[src/rtl/chrono_core.sv]
// Counting core of the start/stop chronometer: BCD mm:ss.cc live count,
// registered display digits with a LIVE/HOLD lap view, and a rollover pulse.
module chrono_core #(
  parameter int unsigned MIN_LIMIT = 60
) (
  input  logic       clk_ms,
  input  logic       rst,
  input  logic       tick,
  input  logic       run,
  input  logic       lr_pulse,
  output logic [3:0] min_t,
  output logic [3:0] min_u,
  output logic [3:0] sec_t,
  output logic [3:0] sec_u,
  output logic [3:0] cs_t,
  output logic [3:0] cs_u,
  output logic       hold,
  output logic       wrap
);

  typedef struct packed {
    logic [3:0] min_t;
    logic [3:0] min_u;
    logic [3:0] sec_t;
    logic [3:0] sec_u;
    logic [3:0] cs_t;
    logic [3:0] cs_u;
  } bcd_time_t;

  typedef enum logic {LIVE = 1'b0, HOLD = 1'b1} disp_state_e;

  localparam int unsigned MIN_MAX   = MIN_LIMIT - 1;
  localparam logic [3:0]  MIN_MAX_T = 4'(MIN_MAX / 10);
  localparam logic [3:0]  MIN_MAX_U = 4'(MIN_MAX % 10);

  bcd_time_t   live_q, live_d;
  bcd_time_t   disp_q, disp_d;
  disp_state_e state_q, state_d;
  logic        wrap_q, wrap_d;

  logic inc, c_cs_t, c_sec_u, c_sec_t, c_min, min_at_max;

  // Ripple-style carry enables: each stage advances when all lower digits roll.
  assign inc        = run && tick;
  assign c_cs_t     = inc && (live_q.cs_u == 4'd9);
  assign c_sec_u    = c_cs_t && (live_q.cs_t == 4'd9);
  assign c_sec_t    = c_sec_u && (live_q.sec_u == 4'd9);
  assign c_min      = c_sec_t && (live_q.sec_t == 4'd5);
  assign min_at_max = (live_q.min_t == MIN_MAX_T) && (live_q.min_u == MIN_MAX_U);

  // NOTE: every variable gets a default at the top of always_comb so no path
  // leaves it unassigned, which would otherwise infer a latch.
  always_comb begin
    live_d  = live_q;
    disp_d  = disp_q;
    state_d = state_q;
    wrap_d  = 1'b0;

    if (inc)     live_d.cs_u  = c_cs_t  ? 4'd0 : live_q.cs_u  + 4'd1;
    if (c_cs_t)  live_d.cs_t  = c_sec_u ? 4'd0 : live_q.cs_t  + 4'd1;
    if (c_sec_u) live_d.sec_u = c_sec_t ? 4'd0 : live_q.sec_u + 4'd1;
    if (c_sec_t) live_d.sec_t = c_min   ? 4'd0 : live_q.sec_t + 4'd1;
    if (c_min) begin
      if (min_at_max) begin
        live_d.min_t = 4'd0;
        live_d.min_u = 4'd0;
        wrap_d       = 1'b1;
      end else if (live_q.min_u == 4'd9) begin
        live_d.min_u = 4'd0;
        live_d.min_t = live_q.min_t + 4'd1;
      end else begin
        live_d.min_u = live_q.min_u + 4'd1;
      end
    end

    unique case (state_q)
      LIVE: begin
        // Display tracks the pre-increment count; a lap press just stops tracking.
        disp_d = live_q;
        if (lr_pulse) begin
          if (run) state_d = HOLD;
          else     live_d  = '0;
        end
      end
      HOLD: begin
        if (lr_pulse) state_d = LIVE;
      end
      default: state_d = LIVE;
    endcase
  end

  // NOTE: sequential state uses non-blocking assignments so all registers
  // update together from values sampled at the same edge.
  always_ff @(posedge clk_ms) begin
    if (rst) begin
      live_q  <= '0;
      disp_q  <= '0;
      state_q <= LIVE;
      wrap_q  <= 1'b0;
    end else begin
      live_q  <= live_d;
      disp_q  <= disp_d;
      state_q <= state_d;
      wrap_q  <= wrap_d;
    end
  end

  assign min_t = disp_q.min_t;
  assign min_u = disp_q.min_u;
  assign sec_t = disp_q.sec_t;
  assign sec_u = disp_q.sec_u;
  assign cs_t  = disp_q.cs_t;
  assign cs_u  = disp_q.cs_u;
  assign hold  = (state_q == HOLD);
  assign wrap  = wrap_q;

endmodule

[config.mk]
export PLATFORM = sky130hd
export DESIGN_NAME = chrono_core
export DESIGN_NICKNAME = d
export VERILOG_FILES = /design/src/rtl/chrono_core.sv
export SDC_FILE = /design/constraint.sdc
export NUM_CORES = 1
export LEC_CHECK = 0
export BUFFER_PORTS_ARGS = -buffer_cell sky130_fd_sc_hd__buf_2
export CAP_MARGIN = 10
export CORE_MARGIN = 2
export CORE_UTILIZATION = 51
export DETAILED_ROUTE_END_ITERATION = 16
export GPL_TIMING_DRIVEN = 0
export PLACE_DENSITY = 0.74
export SKIP_CTS_REPAIR_TIMING = 1
export SLEW_MARGIN = 0
export SYNTH_ARGS = -nofsm -noshare
export SYNTH_HDL_FRONTEND = slang
export SYNTH_SLANG_ARGS = --single-unit
[constraint.sdc]
create_clock -name clk_ms -period 1.9 [get_ports clk_ms]
set_input_delay 0.095 -clock clk_ms [delete_from_list [all_inputs] [get_ports clk_ms]]
set_output_delay 0.095 -clock clk_ms [all_outputs]
set_load 0.02 [all_outputs]
## Word-level counts from Yosys, hierarchy flattened

Cells that the tools add are included.

| storage, ports and cells | value |
|---|---|
| memories kept | 0 |
| ROM bits | 0 |
| word-level logic and storage cells | 55 |
| bits in latches | 0 |
| output and inout port bits | 26 |
| input port bits | 5 |
| bits in registers | 50 |
| RAM bits | 0 |

| cells by class | value |
|---|---|
| equal/unequal tests | 6 |
| $add $sub $neg | 6 |
| divide/modulo/power cells | 0 |
| bitwise operators | 2 |
| magnitude comparators | 0 |
| reductions and logical operators | 7 |
| shift-type cells | 0 |
| multiplexer cells | 20 |
| multiply operators | 0 |

Operators by type and width:

| kind | number |
|---|---|
| $mux W24 | 3 |
| $mux W4 | 10 |
| $add A4 B1 Y4 const B | 6 |
| $eq A4 B4 Y1 const B | 4 |
| $mux W8 | 2 |
| $eq A4 B3 Y1 const B | 2 |
| $logic_and A1 B1 Y1 | 6 |
| $mux W1 | 4 |
| $not A1 Y1 | 2 |
| $pmux W1 S2 | 1 |
| $reduce_or A2 Y1 | 1 |

## Logic depth before layout (Yosys ltp)

| depth | value |
|---|---|
| depth after elaboration | 10 |
| gate-level depth with buffers | 7 |
| gate-level depth less buffers | 6 |

## Least setup slack after synthesis

No wires, ideal clock.

| timing path | value |
|---|---|
| kind | register to register |
| start point | register live_q[0] (netlist name) |
| end point | register live_q[15] (netlist name) |
| setup time | 0.070 ns |
| required time | 1.830 ns |
| arrival time | 1.932 ns |
| path buffers | 1 |
| cell stages (with the launch flop) | 7 |
| path slack | -0.102 ns |
| period minus slack after synthesis | 2.002 ns |
| cell sequence | dfxtp_1 -> ha_1 -> nand3b_4 -> or4_4 -> buf_6 -> or4_1 -> a21oi_1 |

| between the ends | value |
|---|---|
| word-level cells in the longest chain between the ends | 10 |

Ends and longest elaborated chain:

| what | line | source |
|---|---|---|
| start, declared | 36 | `bcd_time_t live_q, live_d;` |
| start signal, assigned | 101 | `live_q <= live_d;` |
| $eq A4 B4 Y1 (*) | 45 | `assign c_cs_t = inc && (live_q.cs_u == 4'd9);` |
| $logic_and A1 B1 Y1 (*) | 45 |  |
| $logic_and A1 B1 Y1 (*) | 46 | `assign c_sec_u = c_cs_t && (live_q.cs_t == 4'd9);` |
| $logic_and A1 B1 Y1 (*) | 47 | `assign c_sec_t = c_sec_u && (live_q.sec_u == 4'd9);` |
| $logic_and A1 B1 Y1 | 48 | `assign c_min = c_sec_t && (live_q.sec_t == 4'd5);` |
| $mux W4 | 62 | `if (c_sec_t) live_d.sec_t = c_min ? 4'd0 : live_q.sec_t + 4'd1;` |
| $mux W4 (*) | 62 |  |
| $mux W24 | 81 | `if (run) state_d = HOLD;` |
| $mux W24 | 80 | `if (lr_pulse) begin` |
| $mux W24 (*) | 76 | `unique case (state_q)` |

Every way passes the cells marked *; elsewhere a longest branch is shown, timed or not.
A chain may end at the register's enable or synchronous reset.

## Worst setup path in the final report

| timing path | value |
|---|---|
| start point | register live_q[1] (netlist name) |
| end point | register live_q[15] (netlist name) |

The elaborated chain is that of the path after synthesis.

==> impl_metrics.py <==
metrics = {
    "run_status": {
        "status": "finished, violations left",
        "violations": "negative setup slack",
    },
    "sta": {
        "fin_skew_ns": 0.00512,
        "hold_viol": 0,
        "setup_slack_ns": -0.0674,
        "rsz0062_at_grt": "yes",
        "tightest_slew_ns": 0.945,
        "finalCritPeriodShare": 1.04,
        "fmax_ghz": 0.508,
        "finalMaxSlewViolations": 0,
        "fin_crit_ns": 1.97,
        "slew_headroom": 0.364,
        "setup_viol": 3,
        "hold_ws_ns": 0.139,
    },
    "final_layout": {
        "drive_gt1_frac": 0.230,
        "final_cell_mix": "dfxtp_1, nor2_1, buf_2",
        "nFillCells": 379,
        "final-seq-area_um2": 1020,
        "final_common_cell": "dfxtp_1",
        "antennaDiodeCount": 0,
        "syn2layout_area_growth_pct": 18.7,
        "multi_input_area_um2": 1220,
        "utilization": 0.619,
        "fin_area_um2": 2660,
        "nets": 296,
    },
    "synth": {
        "postSynth.asyncResetShare": 0,
        "ys.flop_type": "dfxtp_1",
        "syn_area_um2": 2240,
        "ys_ff_latch": 50,
        "yosysTopAreaCellShare": 0.447,
        "yosysTopAreaCell": "dfxtp_1",
        "synth_cell_types": 37,
        "synth_area_leaders": "dfxtp_1, mux2i_1, nor2_1",
        "syn_nets": 255,
        "ys_seq_area_frac": 0.447,
        "synth-edff-count": 0,
        "avgSynthCellArea_um2": 9.32,
        "syn_inst": 240,
        "yosysWarnings": 0,
    },
    "pwr": {
        "power.density_nw_per_um2": 702,
        "leakagePower_nw": 1.09,
        "power_mw": 1.87,
        "peakVddDrop_uv": 405,
    },
    "drt": {
        "ant_nets": 0,
        "wire_per_inst_um": 13.7,
        "drt_iter0_markers": 147,
        "num_vias": 1841,
        "first_pass_iters": 4,
        "drc_errors": 0,
        "wirelength_um": 4580,
        "via_per_inst": 5.51,
    },
    "die": {
        "dieArea_um2": 4930,
        "start_util": 0.521,
        "num_rows": 24,
        "die_width_um": 70.2,
        "chipHeight_um": 70.2,
        "io_pins": 31,
        "coreArea_um2": 4290,
    },
    "global_routing": {
        "grt_pass1_wl_um": 7270,
        "met2_usage": 0.278,
        "grt_busiest_layer": "met2",
        "grt_util_met3": 0.0303,
        "grtUsageTotal": 0.183,
        "grt-ovfl-total": 0,
        "grt_start_max_net_pins": 15,
        "grt_pass1_vias": 1605,
        "antenna_found_initial": 0,
        "globalRouteMet1Util": 0.255,
    },
    "job": {
        "cap_violations": 0,
    },
    "placed_design": {
        "dp_hpwl_um": 3140,
        "place_congestion": 0.815,
        "dp_slack_ns": -0.115,
        "postPlaceCellArea_um2": 2470,
        "port_buffers": 29,
    },
    "critical_path": {
        "critPathMaxStageDelay_ns": 0.54,
        "crit_chain": "inv_4 > ha_4 > nand3b_4 > or4_4 > buf_6 > or4_4 > a21oi_2",
        "worstPathArrival_ns": 2.21,
        "worst-path-stages": 7,
        "critPathSlowestCell": "or4_4",
        "start_kind": "flip-flop",
        "path_max_fanout": 6,
        "worstSetupPathType": "flip-flop to flip-flop",
        "worst-r2r-cell-count": 7,
        "crit_path_end_kind": "flip-flop",
        "cp.required_ns": 2.14,
        "crit_family": "simple AND/OR/NAND/NOR gates",
        "cp_num_buf_inv": 2,
        "critPathMostFrequentCell": "or4_4",
    },
    "clocking": {
        "path_clk_slew_ns": 0.09,
        "clock_sinks": 50,
        "cts.path.max_buffers": 2,
        "cts_tree": "yes",
        "clockRootBuffer": "clkbuf_8",
        "h-tree-depth": 2,
        "clk_latency_ns": 0.30,
        "cts-buffers-inserted": 5,
    },
    "min_path": {
        "hold_class": "primary input to flip-flop",
        "min_path_cells": 3,
    },
}
[flip-flops by register name, indices dropped and copies added (netlist names)]
signal	flops
min_u	4
cs_u	4
wrap	1
cs_t	4
sec_t	4
live_q	24
hold	1
sec_u	4
min_t	4
[worst paths after layout]
kind         slack [ns]  startpoint          to
min reg2reg        0.49    min_u[3]    min_u[3]
max reg2reg       -0.07   live_q[1]  live_q[15]
min                0.14    lr_pulse        hold
max               -0.07   live_q[1]  live_q[15]
[per-layer routing]
metal  vias up  share of wire  wire length [um]
met3        11          0.039               178
li1        926              -                 -
met1       857           0.49              2220
met5         -              0                 0
met2        47           0.45              2070
met4         0          0.023               104
[logic make-up (layout without fill, tap and decap cells)]
group / Yosys count / in the layout / share of synthesized area
DFF: 50 / 50 / 0.447
buffers and inverters: 16 / 58 / 0.0302
AOI/OAI and AO/OA: 31 / 31 / 0.0805
adders and majority gates: 10 / 10 / 0.0559
xor gates and xnor gates: 6 / 6 / 0.0235
muxes: 25 / 25 / 0.112
and+or+nand+nor: 102 / 102 / 0.250
[report_power, final]
group	switching, mW	internal, mW
combinational	0.0554	0.0284
clock	0.338	0.394
sequential	0.00391	1.05
[per-stage QoR]
step | std cells | TNS, ns
3_3_place_gp | 321 | -0.225
5_1_grt | 334 | -0.627
2_1_floorplan | 240 | 0
6_report | 334 | -0.132
3_5_place_dp | 321 | -0.318
4_1_cts | 329 | -0.505
[layout make-up]
class / count / share of cell area
Sequential cell: 50 / 0.383
Timing Repair Buffer: 34 / 0.0678
Buffer: 9 / 0.0160
Clock buffer: 7 / 0.0287
Tap cell: 52 / 0.0245
Clock inverter: 1 / 0.0113
Inverter: 7 / 0.0108
Multi-Input combinational cell: 174 / 0.458
[worst reg2reg max path, cell delays in order (launching register included)]
cell and delay [ns]:
dfxtp_4 0.37, inv_4 0.05, ha_4 0.14, nand3b_4 0.11, or4_4 0.54, buf_6 0.16
or4_4 0.42, a21oi_2 0.12
[synth_stat cells, types with 4 or more instances]
cell,n
o31ai_1,4
nand3b_1,4
nand3_1,8
or4_1,5
mux2i_1,24
a21oi_1,16
inv_1,7
nand4_1,5
xnor2_1,4
nor2_1,41
nor3_1,6
dfxtp_1,50
clkbuf_1,8
o21ai_0,6
nand2_1,11
ha_1,10
No activity file was read; power rests on OpenSTA's default activity.
